File: config.mk
export PLATFORM = sky130hd
export DESIGN_NAME = wave_oscillator_flat
export DESIGN_NICKNAME = d
export VERILOG_FILES = /design/src/rtl/wave_oscillator_pkg.sv /design/src/rtl/wave_oscillator_if.sv /design/src/rtl/wave_oscillator_prescaler.sv /design/src/rtl/wave_oscillator.sv /design/src/flat_wrapper.sv
export SDC_FILE = /design/constraint.sdc
export NUM_CORES = 1
export LEC_CHECK = 0
export ABC_AREA = 1
export BUFFER_PORTS_ARGS = -buffer_cell sky130_fd_sc_hd__buf_2
export CORE_AREA = 2 2 89 91
export CTS_CLUSTER_SIZE = 30
export DETAILED_ROUTE_END_ITERATION = 8
export DIE_AREA = 0 0 91 93
export REMOVE_ABC_BUFFERS = 1
export SLEW_MARGIN = 15
export SYNTH_ARGS = -nofsm -noshare
export SYNTH_HDL_FRONTEND = slang
export SYNTH_SLANG_ARGS = --single-unit
File: constraint.sdc
create_clock -name clk -period 2.62 [get_ports clk]
set_clock_uncertainty 0.15 [all_clocks]
set_input_delay 0.393 -clock clk [delete_from_list [all_inputs] [get_ports clk]]
set_output_delay 0.393 -clock clk [all_outputs]
set_load 0.02 [all_outputs]
File: src/rtl/wave_oscillator_pkg.sv
// Shared types and default widths for the tone oscillator.
// Imported by the oscillator interface and the oscillator top.
package synth_pkg;

   localparam int WAVE_W_DEF = 8;
   localparam int DIV_W_DEF  = 10;

   typedef enum logic [1:0] {
      SAW      = 2'd0,
      SQUARE   = 2'd1,
      PULSE    = 2'd2,
      TRIANGLE = 2'd3
   } wave_mode_t;

   typedef enum logic {
      IDLE = 1'b0,
      RUN  = 1'b1
   } osc_state_t;

endpackage

File: src/rtl/wave_oscillator_if.sv
// Control and sample bundle between the voice controller and the oscillator.
// No handshake: controls are level-sampled every clock; step/wrap are one-cycle strobes with no backpressure.
interface wave_oscillator_if #(
   parameter int WAVE_W = 8,
   parameter int DIV_W  = 10
) ();
   import synth_pkg::*;

   logic              enable;
   logic [DIV_W-1:0]  note_div;
   logic [1:0]        oct_dwn;
   wave_mode_t        mode;
   logic [WAVE_W-1:0] duty;
   logic              sync;

   logic [WAVE_W-1:0] wave;
   logic              step;
   logic              wrap;
   logic              running;
   osc_state_t        dbg_state;

   modport master (
      output enable, note_div, oct_dwn, mode, duty, sync,
      input  wave, step, wrap, running, dbg_state
   );

   modport slave (
      input  enable, note_div, oct_dwn, mode, duty, sync,
      output wave, step, wrap, running, dbg_state
   );

endinterface

File: src/rtl/wave_oscillator_prescaler.sv
// Period prescaler: holds the latched period and emits a tick every per_q cycles.
// The >= compare lets a shorter reloaded period take effect without a runaway count.
module osc_prescaler #(
   parameter int CNT_W = 13
) (
   input  logic             clk,
   input  logic             rst,
   input  logic             i_run,
   input  logic             i_start,
   input  logic             i_restart,
   input  logic             i_load,
   input  logic [CNT_W-1:0] i_period,
   output logic             o_tick,
   output logic             o_step,
   output logic             o_per_zero
);

   logic [CNT_W-1:0] r_count;
   logic [CNT_W-1:0] r_per_q;
   logic             r_step;

   assign o_tick     = i_run && !i_restart && (r_count >= r_per_q);
   assign o_per_zero = (r_per_q == '0);
   assign o_step     = r_step;

   always_ff @(posedge clk) begin
      if (rst) begin
         r_count <= '0;
         r_per_q <= '0;
         r_step  <= 1'b0;
      end else begin
         if (i_load) begin
            r_per_q <= i_period;
         end
         if (i_start || i_restart || o_tick) begin
            r_count <= CNT_W'(1);
         end else if (i_run) begin
            r_count <= r_count + CNT_W'(1);
         end else begin
            r_count <= '0;
         end
         r_step <= o_tick;
      end
   end

endmodule

File: src/rtl/wave_oscillator.sv
// Tone oscillator: IDLE/RUN control, phase accumulator, wrap detection and waveform shaping.
// Period is relatched only at wrap, sync or start so retuning never glitches mid-cycle.
module wave_oscillator
   import synth_pkg::*;
#(
   parameter int WAVE_W = WAVE_W_DEF,
   parameter int DIV_W  = DIV_W_DEF,
   parameter int CNT_W  = DIV_W + 3
) (
   input logic              clk,
   input logic              rst,
   wave_oscillator_if.slave bus
);

   localparam logic [WAVE_W-1:0] MAX = '1;

   osc_state_t        r_state;
   osc_state_t        w_state_nxt;
   logic [WAVE_W-1:0] r_phase;
   logic [WAVE_W-1:0] r_wave;
   logic              r_wrap;

   logic              w_start;
   logic              w_stay;
   logic              w_restart;
   logic              w_tick;
   logic              w_wrap_tick;
   logic              w_load;
   logic              w_step;
   logic              w_per_zero;
   logic [CNT_W-1:0]  w_period;

   function automatic logic [WAVE_W-1:0] shape(input logic [WAVE_W-1:0] ph,
                                               input wave_mode_t        m,
                                               input logic [WAVE_W-1:0] d);
      logic [WAVE_W-1:0] t;
      t = {ph[WAVE_W-2:0], 1'b0};
      case (m)
         SAW:     shape = ph;
         SQUARE:  shape = ph[WAVE_W-1] ? MAX : '0;
         PULSE:   shape = (ph < d) ? MAX : '0;
         default: shape = ph[WAVE_W-1] ? ~t : t;
      endcase
   endfunction

   assign w_period    = CNT_W'(bus.note_div) << bus.oct_dwn;
   assign w_wrap_tick = w_tick && (r_phase == MAX);
   assign w_load      = w_start || w_restart || w_wrap_tick;

   always_ff @(posedge clk) begin
      if (rst) begin
         r_state <= IDLE;
      end else begin
         r_state <= w_state_nxt;
      end
   end

   always_comb begin
      w_state_nxt = r_state;
      w_start     = 1'b0;
      w_stay      = 1'b0;
      w_restart   = 1'b0;
      case (r_state)
         IDLE: begin
            if (bus.enable && (bus.note_div != '0)) begin
               w_state_nxt = RUN;
               w_start     = 1'b1;
            end
         end
         RUN: begin
            if (!bus.enable || w_per_zero) begin
               w_state_nxt = IDLE;
            end else begin
               w_stay    = 1'b1;
               w_restart = bus.sync;
            end
         end
         default: w_state_nxt = IDLE;
      endcase
   end

   osc_prescaler #(
      .CNT_W(CNT_W)
   ) u_prescaler (
      .clk       (clk),
      .rst       (rst),
      .i_run     (w_stay),
      .i_start   (w_start),
      .i_restart (w_restart),
      .i_load    (w_load),
      .i_period  (w_period),
      .o_tick    (w_tick),
      .o_step    (w_step),
      .o_per_zero(w_per_zero)
   );

   // Leaving RUN clears phase and wave on the same edge, so both read 0 next cycle.
   always_ff @(posedge clk) begin
      if (rst) begin
         r_phase <= '0;
         r_wave  <= '0;
         r_wrap  <= 1'b0;
      end else begin
         if (!w_stay || w_restart) begin
            r_phase <= '0;
         end else if (w_tick) begin
            r_phase <= r_phase + WAVE_W'(1);
         end
         r_wave <= w_stay ? shape(r_phase, bus.mode, bus.duty) : '0;
         r_wrap <= w_wrap_tick;
      end
   end

   assign bus.wave      = r_wave;
   assign bus.step      = w_step;
   assign bus.wrap      = r_wrap;
   assign bus.running   = (r_state == RUN);
   assign bus.dbg_state = r_state;

endmodule
File: src/flat_wrapper.sv
// flat-port wrapper written by rule: the top's interface ports become plain ports
module wave_oscillator_flat import synth_pkg::*;
#(
   parameter int WAVE_W = WAVE_W_DEF,
   parameter int DIV_W  = DIV_W_DEF,
   parameter int CNT_W  = DIV_W + 3
)
  (clk, rst, bus_enable, bus_note_div, bus_oct_dwn, bus_mode, bus_duty, bus_sync, bus_wave, bus_step, bus_wrap, bus_running, bus_dbg_state);
  wave_oscillator_if #(.WAVE_W(WAVE_W), .DIV_W(DIV_W)) bus_i ();
  input logic clk;
  input logic rst;
  input wire logic [$bits(bus_i.enable)-1:0] bus_enable;
  input wire logic [$bits(bus_i.note_div)-1:0] bus_note_div;
  input wire logic [$bits(bus_i.oct_dwn)-1:0] bus_oct_dwn;
  input wire logic [$bits(bus_i.mode)-1:0] bus_mode;
  input wire logic [$bits(bus_i.duty)-1:0] bus_duty;
  input wire logic [$bits(bus_i.sync)-1:0] bus_sync;
  output wire logic [$bits(bus_i.wave)-1:0] bus_wave;
  output wire logic [$bits(bus_i.step)-1:0] bus_step;
  output wire logic [$bits(bus_i.wrap)-1:0] bus_wrap;
  output wire logic [$bits(bus_i.running)-1:0] bus_running;
  output wire logic [$bits(bus_i.dbg_state)-1:0] bus_dbg_state;
  assign bus_i.enable = bus_enable;
  assign bus_i.note_div = bus_note_div;
  assign bus_i.oct_dwn = bus_oct_dwn;
  assign bus_i.mode = bus_mode;
  assign bus_i.duty = bus_duty;
  assign bus_i.sync = bus_sync;
  assign bus_wave = bus_i.wave;
  assign bus_step = bus_i.step;
  assign bus_wrap = bus_i.wrap;
  assign bus_running = bus_i.running;
  assign bus_dbg_state = bus_i.dbg_state;
  wave_oscillator #(.WAVE_W(WAVE_W), .DIV_W(DIV_W), .CNT_W(CNT_W)) u_core (.clk(clk), .rst(rst), .bus(bus_i));
endmodule
* Word level (Yosys, flattened, before mapping) *
Index checks and enable logic that the tools add are counted.

storage, ports and cells
  register bits = 45
  input bits = 26
  output and inout port bits = 12
  word-level logic and storage cells = 50

operators by class
  $lt $le $gt $ge = 2
  bitwise operators = 3
  $add $sub $neg = 2
  reductions and logical operators = 18
  shifts and indexed selects = 1
  muxes and demuxes = 13
  equal/unequal tests = 3

operators by type and width
  kind                     count
  $mux W8                  3
  $pmux W8 S3              1
  $add A13 B1 Y13 const B  1
  $ge A13 B13 Y1           1
  $logic_not A13 Y1        1
  $shl A10 B2 Y13          1
  $reduce_bool A10 Y1      1
  $add A8 B1 Y8 const B    1
  $eq A8 B8 Y1 const B     1
  $lt A8 B8 Y1             1
  $mux W1                  8
  $not A8 Y8               1
  $logic_or A1 B1 Y1       5
  $logic_and A1 B1 Y1      4
  $reduce_or A2 Y1         2
  $logic_not A1 Y1         3
  $reduce_or A3 Y1         1
  $eq A2 B1 Y1 const B     1
  $eq A2 B2 Y1 const B     1
  $logic_not A2 Y1         1
  $not A1 Y1               2
  $pmux W1 S2              1

* Logic depth before layout (Yosys ltp) *
  word-level depth = 9
  depth in mapped cells = 14
  depth with buffers taken out = 13

* Hierarchy *
Synthesis repeated with hierarchy kept, for this count alone.

second synthesis, totals
  cell total of the unflattened synthesis = 402
  area total of the unflattened synthesis = 2801.4 sq um

by module, submodules not included
  module           seq. area each (sq um)  area an instance (sq um)  instances  cells each
  osc_prescaler    540.5                   1402.6                    1          189
  wave_oscillator  360.3                   1398.8                    1          213

* Least setup slack after synthesis *
Ideal clock, no wire load.

  path type = reg2reg
  from = register u_core.u_prescaler.r_per_q[4]
  to = register u_core.u_prescaler.r_per_q[10]
  clock period less this slack = 1.856 ns
  required time = 2.355 ns
  library setup time = 0.115 ns
  stages on the path, launching flop included = 13
  setup slack = 0.764 ns
  buffers on the path = 1
  arrival = 1.591 ns
  cells stage by stage = dfxtp_1 inv_1 ha_1 nand2_1 nor2_1 nand2_1 nor2_1 nor2_1 nand3_1 nand3_4 buf_2 a21oi_1 nor2_1

on the way
  longest elaborated chain between the ends = 9
  elaborated cells between the ends (all ways) = 13
  those cells by class = 1 x order compare; 4 x mux; 8 x reduce/logical

RTL lines
  item                                                                    line                             RTL
  start, declared                                                         wave_oscillator_prescaler.sv:19  logic [CNT_W-1:0] r_per_q;
  start signal, assigned                                                  wave_oscillator_prescaler.sv:33  r_per_q <= i_period;
  parallel branches: the longest is 8 deep, another holds $ge A13 B13 Y1  n/a
  $logic_or A1 B1 Y1 *                                                    wave_oscillator.sv:48            assign w_load = w_start || w_restart || w_wrap_tick;

Mark *: on every way between the ends.
A chain may end at the register's enable or synchronous reset.

* Worst setup path after layout *
  from = register u_core.u_prescaler.r_per_q[6]
  to = register u_core.r_phase[3]

on the way
  longest elaborated chain between the ends = 7
  elaborated cells between the ends (all ways) = 13
  those cells by class = 1 x order compare; 4 x mux; 8 x reduce/logical

RTL lines
  item                                                                      line                                                     RTL
  $logic_not A13 Y1                                                         wave_oscillator_prescaler.sv:23                          assign o_per_zero = (r_per_q == '0);
  $logic_or A1 B1 Y1                                                        wave_oscillator.sv:71                                    if (!bus.enable || w_per_zero) begin
  $mux W1                                                                   wave_oscillator.sv:71
  $mux W1                                                                   wave_oscillator.sv:63                                    case (r_state)
  $logic_not A1 Y1 (on tied branches)                                       wave_oscillator.sv:104, wave_oscillator_prescaler.sv:22
  $logic_or A1 B1 Y1 or $logic_and A1 B1 Y1 (tied branches)                 wave_oscillator.sv:104, wave_oscillator_prescaler.sv:22
  $reduce_or A2 Y1 (no source line) or $logic_and A1 B1 Y1 (tied branches)  n/a
  end signal, assigned                                                      wave_oscillator.sv:107                                   r_phase <= r_phase + WAVE_W'(1);
  end, declared                                                             wave_oscillator.sv:19                                    logic [WAVE_W-1:0] r_phase;

Parallel ways exist; a longest one is shown, timed or not.

==> results.md <==
* Dpl cell area at 3160 um^2
* Die Y at 93 um
* Final Max Tran Viols at 0
* Top-area cell type share of the netlist area at 30.9%
* WS Path Type: reg2reg
* HPWL after DPL at 4690 um
* CTS Root Cell: clkbuf_8
* Clk buf depth at 2
* GR Overflow Total at 0
* Critical Path Fanout Max at 10
* ANT nets after route at 0
* HP Class: in2reg
* CP top delay family: simple AND/OR/NAND/NOR gates
* Clk slew on worst S/H paths at 80 ps
* Final Util at 43.0%
* Core area at 7530 um^2
* Hold-fix buffers, CTS at 0
* Share of layout cells above drive strength 1 at 11.9%
* Top FF cell, synth: dfxtp_1
* Clk sinks at 45
* Sequential area share after synthesis at 30.9%
* Final setup fails at 0
* Design area at 3230 um^2
* Number of global-route vias before repair at 2397
* Drt first pass iters at 6
* Max cap viols at 0
* Synth warn at 0
* Vias per inst at 4.61
* Crit path required time at 2650 ps
* Data arrival, critical path at 2120 ps
* Relative slew slack at 70.7%
* Initial antenna violation count at 0
* Routed WL per cell at 10.5 um
* TNS Setup at 0 ps
* Drt initial violations at 85
* ANT cells at 0
* Startpoint Class: register
* Cell taking the most area after synthesis: dfxtp_1
* Mapped Area at 2920 um^2
* # H-tree levels at 2
* Final Critical Period at 2090 ps
* First-pass GRT wire length at 10800 um
* Die Width at 91 um
* Rows at 32
* Largest cells by area after synthesis: dfxtp_1 31%, nand2_1 12%, ha_1 9.9%, inv_1 8.5%, a21oi_1 7.9%
* Critical path endpoint category: register
* All-Layer GR Usage at 15.1%
* Critical path, cell by cell: inv_1 -> ha_1 -> nand2_1 -> inv_1 -> o21bai_1 -> nand2_1 -> nand2_1 -> nand3_1 -> nand2_1 -> buf_4 -> clkinv_2 -> nand2_1 -> a21oi_1
* Leakage power at 0.00159 uW
* Count of state elements after synthesis at 45
* Avg Synthesized Cell Area at 6.65 um^2
* Layout net count at 521
* P&R area growth vs syn at 10.8%
* CP Buf/Inv Count at 4
* DRC violation count after routing at 0
* Least-Margin Pin Slew at 436 ps
* Num CTS Buffers at 5
* Slowest CP cell: dfxtp_1
* Io pins at 38
* FFs w/ async S/R, synth at 0%
* EDFF count, synth at 0
* Insertion delay to the later sink of the worst-skew pair at 290 ps
* Port-buffer cells at 37
* RSZ-0062 raised after global routing: no
* Worst IR Drop VDD at 0.191 mV
* Postcts setup bufs at 0
* PostCTS Resize Cnt at 0
* Die footprint at 8460 um^2
* Status: finished, final reports clean
* Fin cells at 573
* Distinct cells, synth at 33
* Initial Util at 38.8%
* Pin count of the biggest net entering global routing at 20
* Crit-path max cell delay at 330 ps
* Fmax at 479 MHz
* RD Place Congestion at 0.826
* Vias post-DR at 2641
* Pwr Density at 419 nW/um^2
* Gate Count Post-Synth at 439
* CTS tree: yes
* Hold Violations, Final at 0
* Placed cells at 567
* Drt total wl at 6010 um
* Final hold slack at 174 ps
* Most Frequent Cell on Critical Path: nand2_1
* Final Cycle Share at 79.7%
final cells by class:
cell class	instances	area, um^2
Sequential cell	45	901
Clock buffer	5	68.8
Fill cell	834	4290
Timing Repair Buffer	41	215
Multi-Input combinational cell	309	1650
Inverter	70	264
Clock inverter	1	5.00
Tap cell	102	128
power by group:
| group | switching, uW | internal (uW) |
|---|---|---|
| clock network | 216 | 176 |
| logic | 150 | 93.5 |
| registers | 12.2 | 707 |
routing by layer:
| metal | track usage (%) | up-vias | routed length (um) |
|---|---|---|---|
| met4 | 3.41 | 0 | 65 |
| met2 | 23.7 | 38 | 2560 |
| met5 | 0 | - | 0 |
| met3 | 2.90 | 6 | 225 |
| met1 | 21.6 | 1145 | 3160 |
| li1 | - | 1452 | - |
state kept, by name, indices dropped and copies added, names as in the netlist:
name / flops
u_core.bus.wrap: 1
u_core.u_prescaler.r_per_q: 13
u_core.bus.dbg_state: 1
u_core.u_prescaler.r_count: 13
u_core.bus.wave: 8
u_core.r_phase: 8
u_core.u_prescaler.o_step: 1
cells in the final DEF (no fill, tap or decap):
cell type / synthesis / layout
clkinv_2: 1 / 2
a21oi_1: 46 / 46
or2_2: 1 / 1
mux2i_1: 3 / 3
nor3b_1: 1 / 1
clkinv_1: 3 / 3
buf_4: 4 / 4
xor2_1: 9 / 9
xnor2_1: 4 / 4
and2_1: 1 / 1
nor3_1: 3 / 3
nand2_4: 1 / 1
o21ai_0: 17 / 17
inv_1: 66 / 66
nand3_1: 37 / 37
a31oi_1: 1 / 1
a211oi_1: 1 / 1
ha_1: 23 / 23
clkbuf_8: 0 / 5
or2_0: 1 / 1
buf_2: 6 / 37
nand3_2: 1 / 1
o21bai_1: 1 / 1
nand2_1: 95 / 95
nor2_1: 52 / 52
nand4_1: 5 / 5
nor2_2: 2 / 2
nor3_2: 1 / 1
dfxtp_1: 45 / 45
nand2_2: 1 / 1
nand3_4: 1 / 1
or2_1: 1 / 1
cell usage after synthesis (2+ instances only):
| library cell | n |
|---|---|
| a21oi_1 | 46 |
| buf_2 | 6 |
| buf_4 | 4 |
| buf_6 | 3 |
| clkbuf_1 | 2 |
| clkinv_1 | 3 |
| dfxtp_1 | 45 |
| ha_1 | 23 |
| inv_1 | 66 |
| mux2i_1 | 3 |
| nand2_1 | 95 |
| nand3_1 | 37 |
| nand4_1 | 5 |
| nor2_1 | 52 |
| nor2_2 | 2 |
| nor3_1 | 3 |
| o21ai_0 | 17 |
| xnor2_1 | 4 |
| xor2_1 | 9 |
kinds of logic after synthesis:
kind of cell    Yosys count  synth area share [%]
compound gates           66                  11.5
xor+xnor                 13                  3.90
fa+ha+maj                23                  9.86
buf+inv                  85                  12.5
flops                    45                  30.9
mux                       3                  1.03
simple gates            204                  30.3
worst paths after layout:
| path | startpoint | to | slack [ps] | cells after the start |
|---|---|---|---|---|
| setup / recovery | u_core.u_prescaler.r_per_q[6]$_SDFFE_PP0P_ | u_core.r_phase[3]$_SDFFE_PP0P_ | 530 | 13 |
| hold / removal | rst | u_core.bus.dbg_state$_SDFF_PP0_ | 170 | 2 |
| setup reg to reg | u_core.u_prescaler.r_per_q[6]$_SDFFE_PP0P_ | u_core.r_phase[3]$_SDFFE_PP0P_ | 530 | 13 |
| hold reg to reg | u_core.u_prescaler.r_per_q[4]$_SDFFE_PP0P_ | u_core.u_prescaler.r_per_q[4]$_SDFFE_PP0P_ | 340 | 2 |
worst reg2reg max path, stage by stage, from the launching register on:
cell and delay [ps]:
dfxtp_1 330, inv_1 60, ha_1 300, nand2_1 70
inv_1 30, o21bai_1 120, nand2_1 60, nand2_1 80
nand3_1 160, nand2_1 140, buf_4 190, clkinv_2 140
nand2_1 90, a21oi_1 60
stage by stage:
step / power (uW) / setup WS, ps
finish: 1350 / 532
detailed placement: 980 / 531
global placement: 976 / 576
floorplan: 906 / 632
global route: 1440 / 307
CTS: 1380 / 519
No activity file was read; power rests on OpenSTA's default activity.
